**src/rtl/viterbi_frame_ctrl_if.sv**
```systemverilog
// Handshake bundle between the frame sequencer and its neighbours:
// request side, deinterleaver input, decoder port and descrambler output.
interface viterbi_frame_ctrl_if #(
  parameter int LEN_W = 9
);
  logic             req_valid;
  logic [LEN_W-1:0] req_len;
  logic             req_ready;
  logic             in_bit;
  logic             in_valid;
  logic             in_ready;
  logic             dec_Start;
  logic             dec_x;
  logic [LEN_W-1:0] dec_Length;
  logic             dec_Out;
  logic             dec_Valid;
  logic             out_bit;
  logic             out_valid;
  logic             out_last;
  logic             done;
  logic             err;
  logic             busy;

  modport master (
    output req_valid, req_len, in_bit, in_valid, dec_Out, dec_Valid,
    input  req_ready, in_ready, dec_Start, dec_x, dec_Length,
           out_bit, out_valid, out_last, done, err, busy
  );

  modport slave (
    input  req_valid, req_len, in_bit, in_valid, dec_Out, dec_Valid,
    output req_ready, in_ready, dec_Start, dec_x, dec_Length,
           out_bit, out_valid, out_last, done, err, busy
  );
endinterface

```
**src/rtl/viterbi_frame_ctrl.sv**
```systemverilog
// Frame sequencer for the 64-state Viterbi decoder: buffers 2*len coded bits,
// streams them gap-free under Start, then forwards len decoded bits.
// Optional WAIT watchdog enabled by defining VITERBI_CTRL_TIMEOUT_EN.
module viterbi_frame_ctrl #(
  parameter int FRAME   = 512,
  parameter int LEN_W   = 9,
  parameter int TIMEOUT = 4096
) (
  input  logic                 Clk,
  input  logic                 Reset,
  viterbi_frame_ctrl_if.slave  bus
);

  localparam int CNT_W = LEN_W + 1;
  localparam int AW    = $clog2(2 * FRAME);
  localparam logic [CNT_W-1:0] FRAME_L = CNT_W'(FRAME);
  localparam logic [CNT_W-1:0] CONE_L  = {{(CNT_W-1){1'b0}}, 1'b1};
  localparam logic [LEN_W-1:0] LONE_L  = {{(LEN_W-1){1'b0}}, 1'b1};

  if (FRAME > (1 << LEN_W) || TIMEOUT < 1) begin : g_bad_cfg
    $error("viterbi_frame_ctrl: FRAME must fit LEN_W and TIMEOUT must be positive");
  end

  typedef enum logic [2:0] {
    S_IDLE  = 3'd0,
    S_LOAD  = 3'd1,
    S_RUN   = 3'd2,
    S_WAIT  = 3'd3,
    S_DRAIN = 3'd4,
    S_CLEAR = 3'd5
  } state_e;

  state_e           state_q, state_d;
  logic [LEN_W-1:0] len_q, len_d;
  logic [CNT_W-1:0] wcnt_q, wcnt_d;
  logic [CNT_W-1:0] rcnt_q, rcnt_d;
  logic [LEN_W-1:0] ocnt_q, ocnt_d;
  logic             dec_x_q, dec_x_d;
  logic             out_bit_q, out_bit_d;
  logic             out_valid_q, out_valid_d;
  logic             out_last_q, out_last_d;
  logic             done_q, done_d;
  logic             err_q, err_d;
  logic             req_ready_q, in_ready_q, busy_q, dec_start_q;
  logic             buf_we_s;
  logic [CNT_W-1:0] last_idx_s;
  logic [CNT_W-1:0] rnext_s;
  logic             buf_q [0:2*FRAME-1];

`ifdef VITERBI_CTRL_TIMEOUT_EN
  localparam int TMO_W = $clog2(TIMEOUT + 1);
  localparam logic [TMO_W-1:0] TMO_LAST_L = TMO_W'(TIMEOUT - 1);
  logic [TMO_W-1:0] tmo_q, tmo_d;
`endif

  assign last_idx_s = {len_q, 1'b0} - CONE_L;
  assign rnext_s    = rcnt_q + CONE_L;

  // Next-state and next-output logic for the frame sequencer.
  always_comb begin
    state_d     = state_q;
    len_d       = len_q;
    wcnt_d      = wcnt_q;
    rcnt_d      = rcnt_q;
    ocnt_d      = ocnt_q;
    dec_x_d     = 1'b0;
    out_bit_d   = 1'b0;
    out_valid_d = 1'b0;
    out_last_d  = 1'b0;
    done_d      = 1'b0;
    err_d       = 1'b0;
    buf_we_s    = 1'b0;
`ifdef VITERBI_CTRL_TIMEOUT_EN
    tmo_d       = tmo_q;
`endif
    case (state_q)
      S_IDLE: begin
        if (bus.req_valid) begin
          len_d = bus.req_len;
          if (bus.req_len == {LEN_W{1'b0}} || {1'b0, bus.req_len} >= FRAME_L) begin
            err_d = 1'b1;
          end else begin
            state_d = S_LOAD;
            wcnt_d  = {CNT_W{1'b0}};
          end
        end else begin
          state_d = S_IDLE;
        end
      end
      S_LOAD: begin
        if (bus.in_valid) begin
          buf_we_s = 1'b1;
          wcnt_d   = wcnt_q + CONE_L;
          if (wcnt_q == last_idx_s) begin
            // Bit 0 is already stored, so it can be on dec_x in the first Start cycle.
            state_d = S_RUN;
            rcnt_d  = {CNT_W{1'b0}};
            dec_x_d = buf_q[0];
          end else begin
            state_d = S_LOAD;
          end
        end else begin
          state_d = S_LOAD;
        end
      end
      S_RUN: begin
        if (rcnt_q == last_idx_s) begin
          state_d = S_WAIT;
`ifdef VITERBI_CTRL_TIMEOUT_EN
          tmo_d   = {TMO_W{1'b0}};
`endif
        end else begin
          rcnt_d  = rnext_s;
          dec_x_d = buf_q[rnext_s[AW-1:0]];
        end
      end
      S_WAIT: begin
        // The cycle that shows dec_Valid already carries decoded bit 0.
        if (bus.dec_Valid) begin
          state_d     = S_DRAIN;
          out_bit_d   = bus.dec_Out;
          out_valid_d = 1'b1;
          out_last_d  = (len_q == LONE_L);
          ocnt_d      = LONE_L;
        end else begin
`ifdef VITERBI_CTRL_TIMEOUT_EN
          if (tmo_q == TMO_LAST_L) begin
            err_d   = 1'b1;
            state_d = S_CLEAR;
          end else begin
            tmo_d   = tmo_q + {{(TMO_W-1){1'b0}}, 1'b1};
          end
`else
          state_d = S_WAIT;
`endif
        end
      end
      S_DRAIN: begin
        if (ocnt_q == len_q) begin
          done_d  = 1'b1;
          state_d = S_CLEAR;
        end else begin
          out_bit_d   = bus.dec_Out;
          out_valid_d = 1'b1;
          out_last_d  = (ocnt_q == len_q - LONE_L);
          ocnt_d      = ocnt_q + LONE_L;
        end
      end
      S_CLEAR: begin
        state_d = S_IDLE;
      end
      default: begin
        state_d = S_IDLE;
      end
    endcase
  end

  // State, counters and registered outputs.
  always_ff @(posedge Clk) begin
    if (Reset) begin
      state_q     <= S_IDLE;
      len_q       <= {LEN_W{1'b0}};
      wcnt_q      <= {CNT_W{1'b0}};
      rcnt_q      <= {CNT_W{1'b0}};
      ocnt_q      <= {LEN_W{1'b0}};
      dec_x_q     <= 1'b0;
      out_bit_q   <= 1'b0;
      out_valid_q <= 1'b0;
      out_last_q  <= 1'b0;
      done_q      <= 1'b0;
      err_q       <= 1'b0;
      req_ready_q <= 1'b1;
      in_ready_q  <= 1'b0;
      busy_q      <= 1'b0;
      dec_start_q <= 1'b0;
`ifdef VITERBI_CTRL_TIMEOUT_EN
      tmo_q       <= {TMO_W{1'b0}};
`endif
    end else begin
      state_q     <= state_d;
      len_q       <= len_d;
      wcnt_q      <= wcnt_d;
      rcnt_q      <= rcnt_d;
      ocnt_q      <= ocnt_d;
      dec_x_q     <= dec_x_d;
      out_bit_q   <= out_bit_d;
      out_valid_q <= out_valid_d;
      out_last_q  <= out_last_d;
      done_q      <= done_d;
      err_q       <= err_d;
      req_ready_q <= (state_d == S_IDLE);
      in_ready_q  <= (state_d == S_LOAD);
      busy_q      <= (state_d != S_IDLE);
      dec_start_q <= (state_d == S_RUN) || (state_d == S_WAIT) || (state_d == S_DRAIN);
`ifdef VITERBI_CTRL_TIMEOUT_EN
      tmo_q       <= tmo_d;
`endif
    end
  end

  // Coded-bit buffer; contents need no reset.
  always_ff @(posedge Clk) begin
    if (buf_we_s) begin
      buf_q[wcnt_q[AW-1:0]] <= bus.in_bit;
    end
  end

  assign bus.req_ready  = req_ready_q;
  assign bus.in_ready   = in_ready_q;
  assign bus.busy       = busy_q;
  assign bus.dec_Start  = dec_start_q;
  assign bus.dec_x      = dec_x_q;
  assign bus.dec_Length = len_q;
  assign bus.out_bit    = out_bit_q;
  assign bus.out_valid  = out_valid_q;
  assign bus.out_last   = out_last_q;
  assign bus.done       = done_q;
  assign bus.err        = err_q;

endmodule

```
**src/flat_wrapper.sv**
```systemverilog
// flat-port wrapper written by rule: the top's interface ports become plain ports
module viterbi_frame_ctrl_flat 
#(
  parameter int FRAME   = 512,
  parameter int LEN_W   = 9,
  parameter int TIMEOUT = 4096
)
  (Clk, Reset, bus_req_valid, bus_req_len, bus_in_bit, bus_in_valid, bus_dec_Out, bus_dec_Valid, bus_req_ready, bus_in_ready, bus_dec_Start, bus_dec_x, bus_dec_Length, bus_out_bit, bus_out_valid, bus_out_last, bus_done, bus_err, bus_busy);
  viterbi_frame_ctrl_if #(.LEN_W(LEN_W)) bus_i ();
  input  logic Clk;
  input  logic Reset;
  input wire logic [$bits(bus_i.req_valid)-1:0] bus_req_valid;
  input wire logic [$bits(bus_i.req_len)-1:0] bus_req_len;
  input wire logic [$bits(bus_i.in_bit)-1:0] bus_in_bit;
  input wire logic [$bits(bus_i.in_valid)-1:0] bus_in_valid;
  input wire logic [$bits(bus_i.dec_Out)-1:0] bus_dec_Out;
  input wire logic [$bits(bus_i.dec_Valid)-1:0] bus_dec_Valid;
  output wire logic [$bits(bus_i.req_ready)-1:0] bus_req_ready;
  output wire logic [$bits(bus_i.in_ready)-1:0] bus_in_ready;
  output wire logic [$bits(bus_i.dec_Start)-1:0] bus_dec_Start;
  output wire logic [$bits(bus_i.dec_x)-1:0] bus_dec_x;
  output wire logic [$bits(bus_i.dec_Length)-1:0] bus_dec_Length;
  output wire logic [$bits(bus_i.out_bit)-1:0] bus_out_bit;
  output wire logic [$bits(bus_i.out_valid)-1:0] bus_out_valid;
  output wire logic [$bits(bus_i.out_last)-1:0] bus_out_last;
  output wire logic [$bits(bus_i.done)-1:0] bus_done;
  output wire logic [$bits(bus_i.err)-1:0] bus_err;
  output wire logic [$bits(bus_i.busy)-1:0] bus_busy;
  assign bus_i.req_valid = bus_req_valid;
  assign bus_i.req_len = bus_req_len;
  assign bus_i.in_bit = bus_in_bit;
  assign bus_i.in_valid = bus_in_valid;
  assign bus_i.dec_Out = bus_dec_Out;
  assign bus_i.dec_Valid = bus_dec_Valid;
  assign bus_req_ready = bus_i.req_ready;
  assign bus_in_ready = bus_i.in_ready;
  assign bus_dec_Start = bus_i.dec_Start;
  assign bus_dec_x = bus_i.dec_x;
  assign bus_dec_Length = bus_i.dec_Length;
  assign bus_out_bit = bus_i.out_bit;
  assign bus_out_valid = bus_i.out_valid;
  assign bus_out_last = bus_i.out_last;
  assign bus_done = bus_i.done;
  assign bus_err = bus_i.err;
  assign bus_busy = bus_i.busy;
  viterbi_frame_ctrl #(.FRAME(FRAME), .LEN_W(LEN_W), .TIMEOUT(TIMEOUT)) u_core (.Clk(Clk), .Reset(Reset), .bus(bus_i));
endmodule
```
**config.mk**
```make
export PLATFORM = sky130hd
export DESIGN_NAME = viterbi_frame_ctrl_flat
export DESIGN_NICKNAME = d
export VERILOG_FILES = /design/src/rtl/viterbi_frame_ctrl_if.sv /design/src/rtl/viterbi_frame_ctrl.sv /design/src/flat_wrapper.sv
export SDC_FILE = /design/constraint.sdc
export NUM_CORES = 2
export LEC_CHECK = 0
export ABC_AREA = 1
export BUFFER_PORTS_ARGS = -buffer_cell sky130_fd_sc_hd__clkbuf_2
export CELL_PAD_IN_SITES_DETAIL_PLACEMENT = 1
export CELL_PAD_IN_SITES_GLOBAL_PLACEMENT = 1
export CORE_MARGIN = 2
export CORE_UTILIZATION = 50
export CTS_BUF_LIST = sky130_fd_sc_hd__clkbuf_2 sky130_fd_sc_hd__clkbuf_4 sky130_fd_sc_hd__clkbuf_8
export DETAILED_ROUTE_END_ITERATION = 10
export MAX_ROUTING_LAYER = met4
export PLACE_DENSITY_LB_ADDON = 0.25
export SYNTH_ARGS = -nofsm -noshare
export SYNTH_HDL_FRONTEND = slang
export SYNTH_SLANG_ARGS = --single-unit
```
**constraint.sdc**
```tcl
create_clock -name Clk -period 4.5 [get_ports Clk]
set_clock_uncertainty 0.15 [all_clocks]
set_input_delay 0.9 -clock Clk [delete_from_list [all_inputs] [get_ports Clk]]
set_output_delay 0.9 -clock Clk [all_outputs]
set_load 0.02 [all_outputs]
```
---- After elaboration in Yosys (flattened, before gate mapping) ----
Memory sizes are Yosys's and may differ from the RTL's.
Index checks and enable logic that the tools add are counted.
storage, ports and cells
  register bits after elaboration ......... 51
  RAM bits ................................ 1024
  output and inout port bits .............. 19
  logic and storage cells ................. 97
  memories ................................ 1
memories
  name          words  width  read ports  clocked after memory_dff  write ports  line                      RTL
  u_core.buf_q  1024   1      2           0                         1            viterbi_frame_ctrl.sv:48  logic buf_q [0:2*FRAME-1];
operators by class
  add/sub/neg operators ................... 5
  eq/ne operators ......................... 20
  multiplexer cells ....................... 38
  bitwise operators ....................... 3
  reduce and logical (&&, ||, !) cells .... 15
operators by type and width
  kind                   count
  $mux 10                6
  $pmux 10 s2            2
  $add 10x1->10 const B  2
  $eq 10x10->1           2
  $eq 9x9->1             2
  $mux 9                 2
  $pmux 9 s2             1
  $mux 1                 15
  $mux 3                 5
  $pmux 3 s5             1
  $eq 3x2->1 const B     4
  $ne 2x2->1 const B     6
  $sub 10x1->10 const B  1
  $add 9x1->9 const B    1
  $eq 9x1->1 const B     1
  $logic_not 9->1        1
  $sub 9x1->9 const B    1
  $pmux 1 s2             4
  $reduce_and 4->1       2
  $eq 3x1->1 const B     2
  $eq 3x3->1 const B     2
  $logic_not 3->1        2
  $reduce_bool 2->1      3
  $mux 2                 2
  other kinds (8)        11

---- Depth between registers and ports, before layout ----
  word-level depth ........................ 8
  mapped depth ............................ 19
  depth with buffers taken out ............ 17

---- Worst setup path before layout ----
No wires, ideal clock.
  kind .................................... reg-to-reg
  start point ............................. reg u_core.len_q[0] (netlist: u_core.bus.dec_Length[0])
  end point ............................... reg u_core.rcnt_q[8]
  setup time .............................. 0.132 ns
  data arrival time ....................... 2.235 ns
  data required time ...................... 4.218 ns
  slack ................................... 1.983 ns
  cell stages (with the launch flop) ...... 17
  clock period less this slack ............ 2.517 ns
  cells stage by stage .................... dfxtp_1 > buf_2 > inv_1 > ha_1 > or2_2 > o2111ai_1 > nor2_1 > o21ai_0 > nor3_1 > nand2_1 > nor2_2 > nand2_1 > nand2_1 > nor2_2 > clkinv_2 > nand2_1 > a21oi_1
between the ends
  word-level cells in the longest chain between the ends .. 4
  elaborated cells on any way between the ends .. 6
  classes of those cells .................. 1 x add/sub; 4 x eq/ne; 1 x reduce/logical
RTL lines
  what                                                line                                                 RTL
  start: declaration                                  viterbi_frame_ctrl.sv:34                             logic [LEN_W-1:0] len_q, len_d;
  start signal: assignment                            viterbi_frame_ctrl.sv:162                            len_q <= {LEN_W{1'b0}};
  start signal: assignment                            viterbi_frame_ctrl.sv:181                            len_q <= len_d;
  $sub 10x1->10 (*)                                   viterbi_frame_ctrl.sv:56                             assign last_idx_s = {len_q, 1'b0} - CONE_L;
  $eq 10x10->1, on equally long branches              viterbi_frame_ctrl.sv:107, viterbi_frame_ctrl.sv:94
  $ne 2x2->1 (no line) or $ne 2x1->1 (tied branches)  --
  $reduce_and 4->1 (no line) (*)                      --
  end signal: assignment                              viterbi_frame_ctrl.sv:164                            rcnt_q <= {CNT_W{1'b0}};
  end signal: assignment                              viterbi_frame_ctrl.sv:183                            rcnt_q <= rcnt_d;
  end: declaration                                    viterbi_frame_ctrl.sv:36                             logic [CNT_W-1:0] rcnt_q, rcnt_d;
Mark *: on every way between the ends. The rest lies on a longest branch, timed or not.
A chain may end at the register's enable or synchronous reset.

---- Worst setup path after layout ----
  start point ............................. reg u_core.rcnt_q[0]
  end point ............................... reg u_core.dec_x_q (netlist: u_core.bus.dec_x)
between the ends
  word-level cells in the longest chain between the ends .. 4
  elaborated cells on any way between the ends .. 5
  classes of those cells .................. 1 x add/sub; 1 x eq/ne; 2 x mux; 1 x memory
RTL lines
  what                    line                       RTL
  $add 10x1->10           viterbi_frame_ctrl.sv:57   assign rnext_s = rcnt_q + CONE_L;
  $mem_v2 1024x1          --
  $mux 1 (*)              viterbi_frame_ctrl.sv:107  if (rcnt_q == last_idx_s) begin
  $pmux 1 s2 (*)          viterbi_frame_ctrl.sv:76   case (state_q)
  end signal: assignment  viterbi_frame_ctrl.sv:166  dec_x_q <= 1'b0;
  end signal: assignment  viterbi_frame_ctrl.sv:185  dec_x_q <= dec_x_d;
  end: declaration        viterbi_frame_ctrl.sv:38   logic dec_x_q, dec_x_d;
Marked as above.

==> impl_metrics.json <==
{
  "outcome": "finished clean",
  "rsz0062_at_grt": "false",
  "min_to": "u_core.bus.out_bit$_SDFF_PP0_",
  "r2r-start": "u_core.rcnt_q[0]$_SDFFE_PP0P_",
  "final_nets": 5113,
  "hold_viol": 0,
  "io_pins": 35,
  "cap_violations": 0,
  "clockPowerShare_pct": 42.3,
  "synth_cell_type_count": 44,
  "p_sw_share_pct": 21.9,
  "initial_core_util_pct": 50.3,
  "path_clk_slew_ns": 0.07,
  "internal_power_mw": 15.5,
  "synth_cells": 5159,
  "cts_sinks": 1075,
  "timing.rr.end": "u_core.bus.dec_x$_SDFF_PP0_",
  "post-cts-setup-buffers": 0,
  "vdd_drop_max_mv": 0.347,
  "postLayoutCoreUtil_pct": 55.3,
  "netlist_area_mm2": 0.0494,
  "insertion_delay_ns": 0.87,
  "track_usage_pct": 32.5,
  "ys_warn_count": 0,
  "antenna_found_initial": 3,
  "drtAntennaViolNets": 0,
  "timing.final.crit_period_ns": 3.87,
  "synth-edff-count": 1024,
  "gp_congestion": 0.839,
  "critPathKind": "register to register",
  "ctsLongestPathBuffers": 3,
  "ctsResizeCount": 0,
  "cts-buffers-inserted": 180,
  "hold_buffers": 0,
  "power.net_switching_mw": 4.34,
  "pwr-share-seq_pct": 55.5,
  "placed_area_mm2": 0.0509,
  "drive_gt1_share_pct": 9.89,
  "yosysSeqAreaShare_pct": 64.3,
  "core_area_mm2": 0.0981,
  "min_from": "bus_dec_Out",
  "slew_headroom_pct": 14.1,
  "post-route-drc-count": 0,
  "wl_um": 161000,
  "endpoint_kind": "register",
  "die_w_um": 318,
  "async_reset_ff_share_pct": 0,
  "slew_viol_final": 0,
  "p_comb_share_pct": 2.2,
  "cts-root-buf": "clkbuf_8",
  "reg2reg_slack_ns": 0.63,
  "overflow": 0,
  "critPathMaxFanout": 55,
  "final_cell_mix": "nor2_1 (1655), edfxtp_1 (1024), nand2_1 (678), nand3_1 (526), o21ai_0 (284)",
  "viasPerCell": 5.98,
  "preCtsSetupSlack_ns": 0.677,
  "final_area_mm2": 0.0542,
  "setup_ws_ns": 0.633,
  "synthesis.nets": 5183,
  "r2r_cells": 16,
  "finalPower_mw": 19.8,
  "die_h_um": 318,
  "worst_pin_slew_ns": 1.28,
  "cts_tree": "yes",
  "p_leak_nw": 18.1,
  "drtPass1Iterations": 6,
  "grt_max_degree": 182,
  "final_common_cell": "nor2_1",
  "min_path_type": "input port to register",
  "io_buffers": 34,
  "critical_path_arrival_ns": 4.50,
  "avgSynthCellArea_um2": 9.57,
  "startpoint_type": "register",
  "ys.flop_type": "edfxtp_1",
  "drtIter0Drc": 4712,
  "setup_viol": 0,
  "vias": 38900,
  "grt_pass1_vias": 40000,
  "tns_ns": 0,
  "hold_depth": 2,
  "max_freq_mhz": 259,
  "cp.required_ns": 5.14,
  "area_delta_synth_final_pct": 9.80,
  "rows": 115,
  "finalCritPeriodShare_pct": 85.9,
  "routedWlPerCell_um": 24.7,
  "grt_pass1_wl_um": 243000,
  "ys_seq_elements": 1075,
  "cts_max_level": 4,
  "hpwl_um": 88500,
  "power_density_mw_per_mm2": 365,
  "dieArea_mm2": 0.101
}
registers in the layout, indices dropped and copies added (netlist names):
signal	count
u_core.bus.dec_Start	1
u_core.bus.out_valid	1
u_core.bus.dec_x	1
u_core.bus.err	1
u_core.bus.out_bit	1
u_core.bus.busy	1
u_core.bus.out_last	1
u_core.bus.in_ready	1
u_core.ocnt_q	9
u_core.state_q	3
u_core.rcnt_q	10
u_core.bus.req_ready	1
u_core.buf_q	1024
u_core.bus.dec_Length	9
u_core.wcnt_q	10
u_core.bus.done	1
cell families after synthesis:
group / after synthesis / share of synthesized area [%]
AO/OA/AOI/OAI: 467 / 5.26
XOR/XNOR: 36 / 0.699
adder cells (fa/ha/maj): 8 / 0.203
buffers and inverters: 617 / 5.36
flip-flops: 1075 / 64.3
AND/OR/NAND/NOR: 2956 / 24.2
metal layers:
metal,vias to the layer above,wire length [um],global-route usage [%],part of all wire [%]
li1,17100,-,-,-
met3,392,13000,5.25,8.1
met5,-,0,-,0
met2,1713,76500,51.9,48
met1,19700,65100,42.2,41
met4,0,5910,11.9,3.7
power groups by stage:
stage                     Sequential (mW)  Clock, mW  Combinational (mW)
after floorplan                      11.2          0               0.169
after global placement               11.2          0               0.417
after detailed placement             11.2          0               0.434
after CTS                            11.0       8.45               0.436
after global routing                 11.0       8.85               0.476
final                                11.0       8.38               0.439
worst max path at each step:
stage	startpoint	endpoint	slack [ns]	cells after the start
after floorplan	u_core.bus.dec_Length[0]$_SDFFE_PP0P_	u_core.rcnt_q[8]$_SDFFE_PP0P_	1.98	16
after global placement	u_core.rcnt_q[0]$_SDFFE_PP0P_	u_core.bus.dec_x$_SDFF_PP0_	0.74	16
after detailed placement	u_core.rcnt_q[0]$_SDFFE_PP0P_	u_core.bus.dec_x$_SDFF_PP0_	0.68	16
after CTS	u_core.rcnt_q[0]$_SDFFE_PP0P_	u_core.bus.dec_x$_SDFF_PP0_	0.66	16
after global routing	u_core.rcnt_q[0]$_SDFFE_PP0P_	u_core.bus.dec_x$_SDFF_PP0_	0.50	16
final	u_core.rcnt_q[0]$_SDFFE_PP0P_	u_core.bus.dec_x$_SDFF_PP0_	0.63	16
Yosys cell counts, types with 2 or more instances:
master	number	area, um^2
buf_2	101	505
a2111oi_0	2	17.5
nand4_1	4	25.0
xor2_2	3	48.8
xor2_1	24	210
o211ai_1	91	683
clkbuf_1	212	796
nor2_4	3	33.8
or2_2	3	18.8
buf_4	44	330
dfxtp_1	51	1020
buf_1	59	221
nor3b_1	3	22.5
o21ai_1	42	210
buf_6	5	56.3
clkinv_1	3	11.3
inv_1	178	668
nand2_1	698	2620
inv_2	14	52.6
nor2_2	7	43.8
nor2_1	1655	6210
nand2_2	2	12.5
a21oi_1	38	190
and3_1	3	18.8
nand3_1	538	2690
xnor2_1	8	70.1
nor3_1	31	155
edfxtp_1	1024	30700
ha_1	8	100
nand3_2	2	20.0
o21ai_0	284	1420
nor4_1	3	18.8
a211oi_1	5	37.5
critical path, stage by stage (launching register included):
cell	delay (ns)
dfxtp_4	0.55
ha_4	0.29
inv_8	0.32
buf_12	0.32
buf_12	0.24
o21ai_1	0.10
o211ai_1	0.32
nand3_1	0.12
nand3_1	0.09
nand3_1	0.24
nand3_1	0.24
nand3_1	0.23
nand3_1	0.14
nand3_1	0.07
nand2_1	0.12
nand2_1	0.06
a21oi_1	0.14
per-stage QoR:
step / std cells / hold WS, ns
4_1_cts: 6496 / 0.0684
3_3_place_gp: 6194 / 0.303
3_5_place_dp: 6194 / 0.317
5_1_grt: 6499 / 0.0869
6_report: 6499 / 0.141
2_1_floorplan: 5159 / 0.291
layout make-up:
cell class                      instances  area, um^2
Timing Repair Buffer                  169        1620
Inverter                              196         753
Antenna cell                            3        7.51
Sequential cell                      1075       31800
Clock buffer                          255        3100
Multi-Input combinational cell       3467       15100
Fill cell                           11000       43900
Tap cell                             1287        1610
Clock inverter                         47         225
Power figures use the tool's default switching activity.
